**config.mk**
```make
export PLATFORM = sky130hd
export DESIGN_NAME = hazard_ctrl
export DESIGN_NICKNAME = d
export VERILOG_FILES = /design/src/rtl/hazard_ctrl.sv
export SDC_FILE = /design/constraint.sdc
export NUM_CORES = 1
export LEC_CHECK = 0
export CAP_MARGIN = 20
export CORE_UTILIZATION = 33
export CTS_CLUSTER_SIZE = 10
export DETAILED_ROUTE_END_ITERATION = 8
export PLACE_DENSITY_LB_ADDON = 0.1
export SETUP_SLACK_MARGIN = 0.1
export SLEW_MARGIN = 10
export SYNTH_ARGS = -nofsm -noshare
export SYNTH_HDL_FRONTEND = slang
export SYNTH_SLANG_ARGS = --single-unit
export TNS_END_PERCENT = 5
```
**constraint.sdc**
```tcl
create_clock -name clk -period 1.7 [get_ports clk]
set_clock_uncertainty 0.15 [all_clocks]
set_input_delay 0.255 -clock clk [delete_from_list [all_inputs] [get_ports clk]]
set_output_delay 0.255 -clock clk [all_outputs]
set_load 0.01 [all_outputs]
```
**src/rtl/hazard_ctrl.sv**
```systemverilog
// Hazard, stall and flush controller for the 5-stage pipeline, with a memory wait watchdog.
// Optional performance counters are enabled by defining HAZARD_PERF_CNT_EN.
module hazard_ctrl #(
  parameter int MAX_WAIT = 15
`ifdef HAZARD_PERF_CNT_EN
  , parameter int CNT_W = 32
`endif
) (
  input  logic       clk,
  input  logic       reset,
  input  logic [4:0] id_rs1,
  input  logic [4:0] id_rs2,
  input  logic [4:0] ex_rs1,
  input  logic [4:0] ex_rs2,
  input  logic [4:0] ex_rd,
  input  logic       ex_regwrite,
  input  logic [1:0] ex_result_src,
  input  logic [4:0] mem_rd,
  input  logic       mem_regwrite,
  input  logic [4:0] wb_rd,
  input  logic       wb_regwrite,
  input  logic       pc_src_e,
  input  logic       dmem_req,
  input  logic       dmem_ready,
  output logic [1:0] forward_a_e,
  output logic [1:0] forward_b_e,
  output logic       stall_f,
  output logic       stall_d,
  output logic       stall_e,
  output logic       stall_m,
  output logic       flush_d,
  output logic       flush_e,
  output logic       mem_err
`ifdef HAZARD_PERF_CNT_EN
  ,
  output logic [CNT_W-1:0] perf_stall_cyc,
  output logic [CNT_W-1:0] perf_flush_cnt
`endif
);

  localparam int CW = $clog2(MAX_WAIT + 1);
  localparam logic [CW-1:0] MAXC = CW'(MAX_WAIT);

  localparam logic [1:0] S_IDLE  = 2'd0;
  localparam logic [1:0] S_WAIT  = 2'd1;
  localparam logic [1:0] S_ERROR = 2'd2;

  logic [1:0]    state_q, state_d;
  logic [CW-1:0] cnt_q, cnt_d;
  logic          err_q, err_d;
  logic          mem_hold;
  logic          load_use;
  logic          mem_a, wb_a, mem_b, wb_b;

  assign mem_a = mem_regwrite && (mem_rd != 5'd0) && (mem_rd == ex_rs1);
  assign wb_a  = wb_regwrite  && (wb_rd  != 5'd0) && (wb_rd  == ex_rs1);
  assign mem_b = mem_regwrite && (mem_rd != 5'd0) && (mem_rd == ex_rs2);
  assign wb_b  = wb_regwrite  && (wb_rd  != 5'd0) && (wb_rd  == ex_rs2);

  // MEM is the younger producer, so it wins over WB.
  always_comb begin
    forward_a_e = 2'b00;
    forward_b_e = 2'b00;
    if (reset) begin
      priority case (1'b1)
        mem_a:   forward_a_e = 2'b10;
        wb_a:    forward_a_e = 2'b01;
        default: forward_a_e = 2'b00;
      endcase
      priority case (1'b1)
        mem_b:   forward_b_e = 2'b10;
        wb_b:    forward_b_e = 2'b01;
        default: forward_b_e = 2'b00;
      endcase
    end
  end

  assign load_use = ex_regwrite && (ex_result_src == 2'b01)
                 && (ex_rd != 5'd0)
                 && ((ex_rd == id_rs1) || (ex_rd == id_rs2));

  assign mem_hold = (dmem_req && !dmem_ready)
                 || (state_q == S_ERROR);

  // Memory freeze dominates redirect, which dominates load-use.
  always_comb begin
    stall_f = 1'b0;
    stall_d = 1'b0;
    stall_e = 1'b0;
    stall_m = 1'b0;
    flush_d = 1'b0;
    flush_e = 1'b0;
    priority case (1'b1)
      !reset: ;
      mem_hold: begin
        stall_f = 1'b1;
        stall_d = 1'b1;
        stall_e = 1'b1;
        stall_m = 1'b1;
      end
      pc_src_e: begin
        flush_d = 1'b1;
        flush_e = 1'b1;
      end
      load_use: begin
        stall_f = 1'b1;
        stall_d = 1'b1;
        flush_e = 1'b1;
      end
      default: ;
    endcase
  end

  always_comb begin
    state_d = state_q;
    cnt_d   = cnt_q;
    err_d   = err_q;
    case (state_q)
      S_IDLE: begin
        if (dmem_req && !dmem_ready) begin
          state_d = S_WAIT;
          cnt_d   = CW'(1);
        end
      end
      S_WAIT: begin
        if (!dmem_req || dmem_ready) begin
          state_d = S_IDLE;
          cnt_d   = '0;
        end else if (cnt_q == MAXC) begin
          state_d = S_ERROR;
          err_d   = 1'b1;
        end else begin
          cnt_d = cnt_q + CW'(1);
        end
      end
      S_ERROR: err_d = 1'b1;
      default: begin
        state_d = S_IDLE;
        cnt_d   = '0;
      end
    endcase
  end

  always_ff @(posedge clk or negedge reset) begin
    if (!reset) begin
      state_q <= S_IDLE;
      cnt_q   <= '0;
      err_q   <= 1'b0;
    end else begin
      state_q <= state_d;
      cnt_q   <= cnt_d;
      err_q   <= err_d;
    end
  end

  assign mem_err = err_q;

`ifdef HAZARD_PERF_CNT_EN
  logic [CNT_W-1:0] stall_cyc_q, flush_cnt_q;

  always_ff @(posedge clk or negedge reset) begin
    if (!reset) begin
      stall_cyc_q <= '0;
      flush_cnt_q <= '0;
    end else begin
      if (stall_f) stall_cyc_q <= stall_cyc_q + CNT_W'(1);
      if (flush_d) flush_cnt_q <= flush_cnt_q + CNT_W'(1);
    end
  end

  assign perf_stall_cyc = stall_cyc_q;
  assign perf_flush_cnt = flush_cnt_q;
`endif

endmodule

```
==> flow_metrics.py <==
metrics = {
    "cells_and_area": {
        "instances_no_fill": 225,
        "drive_above_1_share_pct": 48.2,
        "area_growth_pct": 114,
        "diodes": 0,
        "fin_nets": 245,
        "fin_area_mm2": 0.00186,
    },
    "logic_synthesis": {
        "synthTopCellsByArea": "xor2_1 (22%), dfrtp_1 (20%), xnor2_1 (8.1%), ha_1 (5.8%), a21oi_1 (3.5%)",
        "netlist_instances": 102,
        "synth_warnings": 0,
        "netlist_area_um2": 866,
        "yosysSeqAreaShare_pct": 20.2,
        "synth-seq-cells": 7,
        "yosysTopAreaCell": "xor2_1",
        "ys_types": 36,
        "synth_nets": 151,
        "yosys-top-cells-count": "xor2_1 (22), xnor2_1 (8), dfrtp_1 (7)",
        "ys.flop_type": "dfrtp_1",
        "async_flop_share_pct": 100,
        "synth_enable_flop_cells": 0,
        "yosysMostFrequentCell": "xor2_1",
        "yosys.area.top_type_share_pct": 22.3,
        "avgSynthCellArea_um2": 8.49,
    },
    "timing": {
        "period_minus_slack_ps": 1910,
        "fin_tns_setup_ps": -1080,
        "fin_crit_sh_pct": 112,
        "setup_viol": 8,
        "grt_setup_unrepaired": "yes",
        "max_freq_ghz": 0.523,
        "fin_ws_ps": -211,
        "worstMarginPinSlew_ps": 305,
        "finalHoldViolCount": 0,
        "drv_slew": 0,
        "slew_headroom_pct": 79.5,
        "holdWs_ps": 313,
    },
    "clocking": {
        "cts.clk_slew.worst_paths_ps": 50,
        "cts_buffers": 3,
        "cts_root_buf": "clkbuf_4",
        "clock_sinks": 7,
        "clock_latency_ps": 260,
        "cts_buffer_depth": 2,
        "cts_tree": "built",
        "cts-htree-levels": 1,
    },
    "run_status": {
        "violations": "setup timing",
        "status": "finished, violations left",
    },
    "hold_path": {
        "min_to": "mem_err",
        "holdPathStages": 1,
        "hold_path_class": "reg2reg",
        "hold_start": "mem_err",
    },
    "global_routing": {
        "track_usage_pct": 22.6,
        "grt_max_degree": 8,
        "antenna_found_initial": 0,
        "overflow": 0,
        "grt_pass1_wl_um": 4610,
        "first_global_vias": 1103,
    },
    "worst_setup_path": {
        "r2r_slack_ps": 100,
        "rr_worst_depth": 7,
        "reg2reg_to": "cnt_q[0]",
        "cp_slowest_cell": "or4_4",
        "end_kind": "primary output",
        "path_cells": "buf_6 > or4_4 > o21ai_4 > buf_4 > nor4_4 > nor3_2 > buf_2",
        "cpPeakStageDelay_ps": 540,
        "critPathLaunchType": "input port",
        "cp_max_fo": 2,
        "arrival_ps": 1510,
        "rr_startpoint": "state_q[1]",
        "critical_path_class": "in2out",
        "worstPathRequired_ps": 1290,
    },
    "routing": {
        "dr.first_iter.drc_count": 13,
        "ant_nets": 0,
        "drt_wl_total_um": 3200,
        "first_pass_iters": 4,
        "drc": 0,
        "viasPerCell": 4.92,
        "wl_per_cell_um": 14.2,
        "vias": 1106,
    },
    "power_and_ir_drop": {
        "power_leakage_nw": 0.942,
        "ir_worst_vdd_v": 0.000617,
        "power_w": 0.00107,
        "pwr_density_cell_mw_per_mm2": 579,
    },
    "placement": {
        "gp_congestion": 0.817,
        "numPlacedInstances": 218,
        "place_hpwl_um": 2550,
        "dpl_cell_area_mm2": 0.00170,
        "port_buffers": 55,
    },
    "floorplan": {
        "rows": 18,
        "die_width_um": 53.2,
        "die_h_um": 53.2,
        "coreArea_mm2": 0.00248,
        "initial_core_util_pct": 34.9,
        "die_area_mm2": 0.00283,
        "ios": 56,
    },
    "run": {
        "maxCapViolCount": 0,
    },
}
-- power breakdown --
part	switching [W]	internal (W)
combinational	0.000297	0.000384
clock	0.0000681	0.0000900
sequential	0.0000334	0.000202
total	0.000399	0.000676
-- kinds of logic (layout without fill, tap and decap cells) --
kind of cell,after synthesis,count (layout),synth area share [%]
AOI/OAI and AO/OA,22,22,16.6
xor gates and xnor gates,30,30,30.3
adders and majority gates,4,4,5.78
buffers and inverters,7,100,3.90
DFF,7,7,20.2
muxes,2,2,2.46
and+or+nand+nor,30,30,20.7
-- flip-flops by register name (all words and copies together), names as in the netlist --
name and cells:
state_q 2, cnt_q 4, mem_err 1
-- per-stage QoR --
| stage | worst slack (ps) | utilization (%) |
|---|---|---|
| after floorplan | 40.0 | - |
| after global placement | -1050 | 68.8 |
| after detailed placement | -1070 | 68.8 |
| after CTS | -334 | 71.5 |
| after global routing | -261 | 74.9 |
| final | -211 | 74.9 |
-- cells in the final DEF (no fill, tap or decap), types with 2 or more instances in the layout --
master,Yosys,layout
o211ai_1,2,2
buf_2,0,13
buf_4,2,31
inv_1,5,2
buf_6,0,9
or4_4,0,3
xor2_1,22,22
o21ai_4,0,2
dfrtp_1,7,7
clkdlybuf4s50_1,0,3
clkdlybuf4s15_1,0,2
dlymetal6s2s_1,0,15
clkbuf_2,0,9
nand2b_1,2,2
a21oi_1,6,5
nor2_1,4,4
o21ai_2,1,2
xnor2_1,8,7
inv_2,0,2
ha_4,0,3
clkbuf_4,0,3
nor3_2,0,3
nor4_4,0,3
dlygate4sd2_1,0,8
nand3_1,4,3
-- per-layer routing --
metal | vias up | GRT usage, % | share of wire, %
met5 | - | 0 | 0
met4 | 0 | 3.51 | 0.44
met3 | 3 | 6.03 | 5.9
met2 | 41 | 46.3 | 56
met1 | 509 | 22.1 | 38
li1 | 553 | - | -
-- worst max-delay path: cells and delay by family --
kind	cells	cell delay, ps
simple gates	3	700
buf+inv	3	390
compound gates	1	160
-- layout make-up --
type / count / area [um2]
well taps: 30 / 37.5
inverters: 5 / 21.3
fillers: 187 / 621
multi-input cells: 88 / 835
flip-flops and latches: 7 / 175
clock buffers: 4 / 26.3
repair buffers: 91 / 762
-- worst max-delay path by stage --
stage / start / endpoint / slack [ps] / cells after the start
6_report: mem_rd[2] / forward_b_e[0] / -210 / 7
4_1_cts: mem_rd[2] / forward_a_e[0] / -330 / 7
3_3_place_gp: mem_rd[4] / forward_a_e[1] / -1050 / 6
2_1_floorplan: wb_rd[3] / forward_a_e[0] / 40 / 3
5_1_grt: mem_rd[2] / forward_a_e[0] / -260 / 7
3_5_place_dp: mem_rd[4] / forward_a_e[1] / -1070 / 6
-- repair_timing --
| item | 4_1_cts | 5_1_grt |
|---|---|---|
| hold buffers | 1 | 0 |
| pin swaps | 26 | 24 |
| hold endpoints to repair | 7 | 0 |
| setup endpoints to repair | 13 | 17 |
| resized for setup | 123 | 48 |
| buffers inserted | 2 | 0 |
Note: power is estimated with default switching activity, not from simulation.
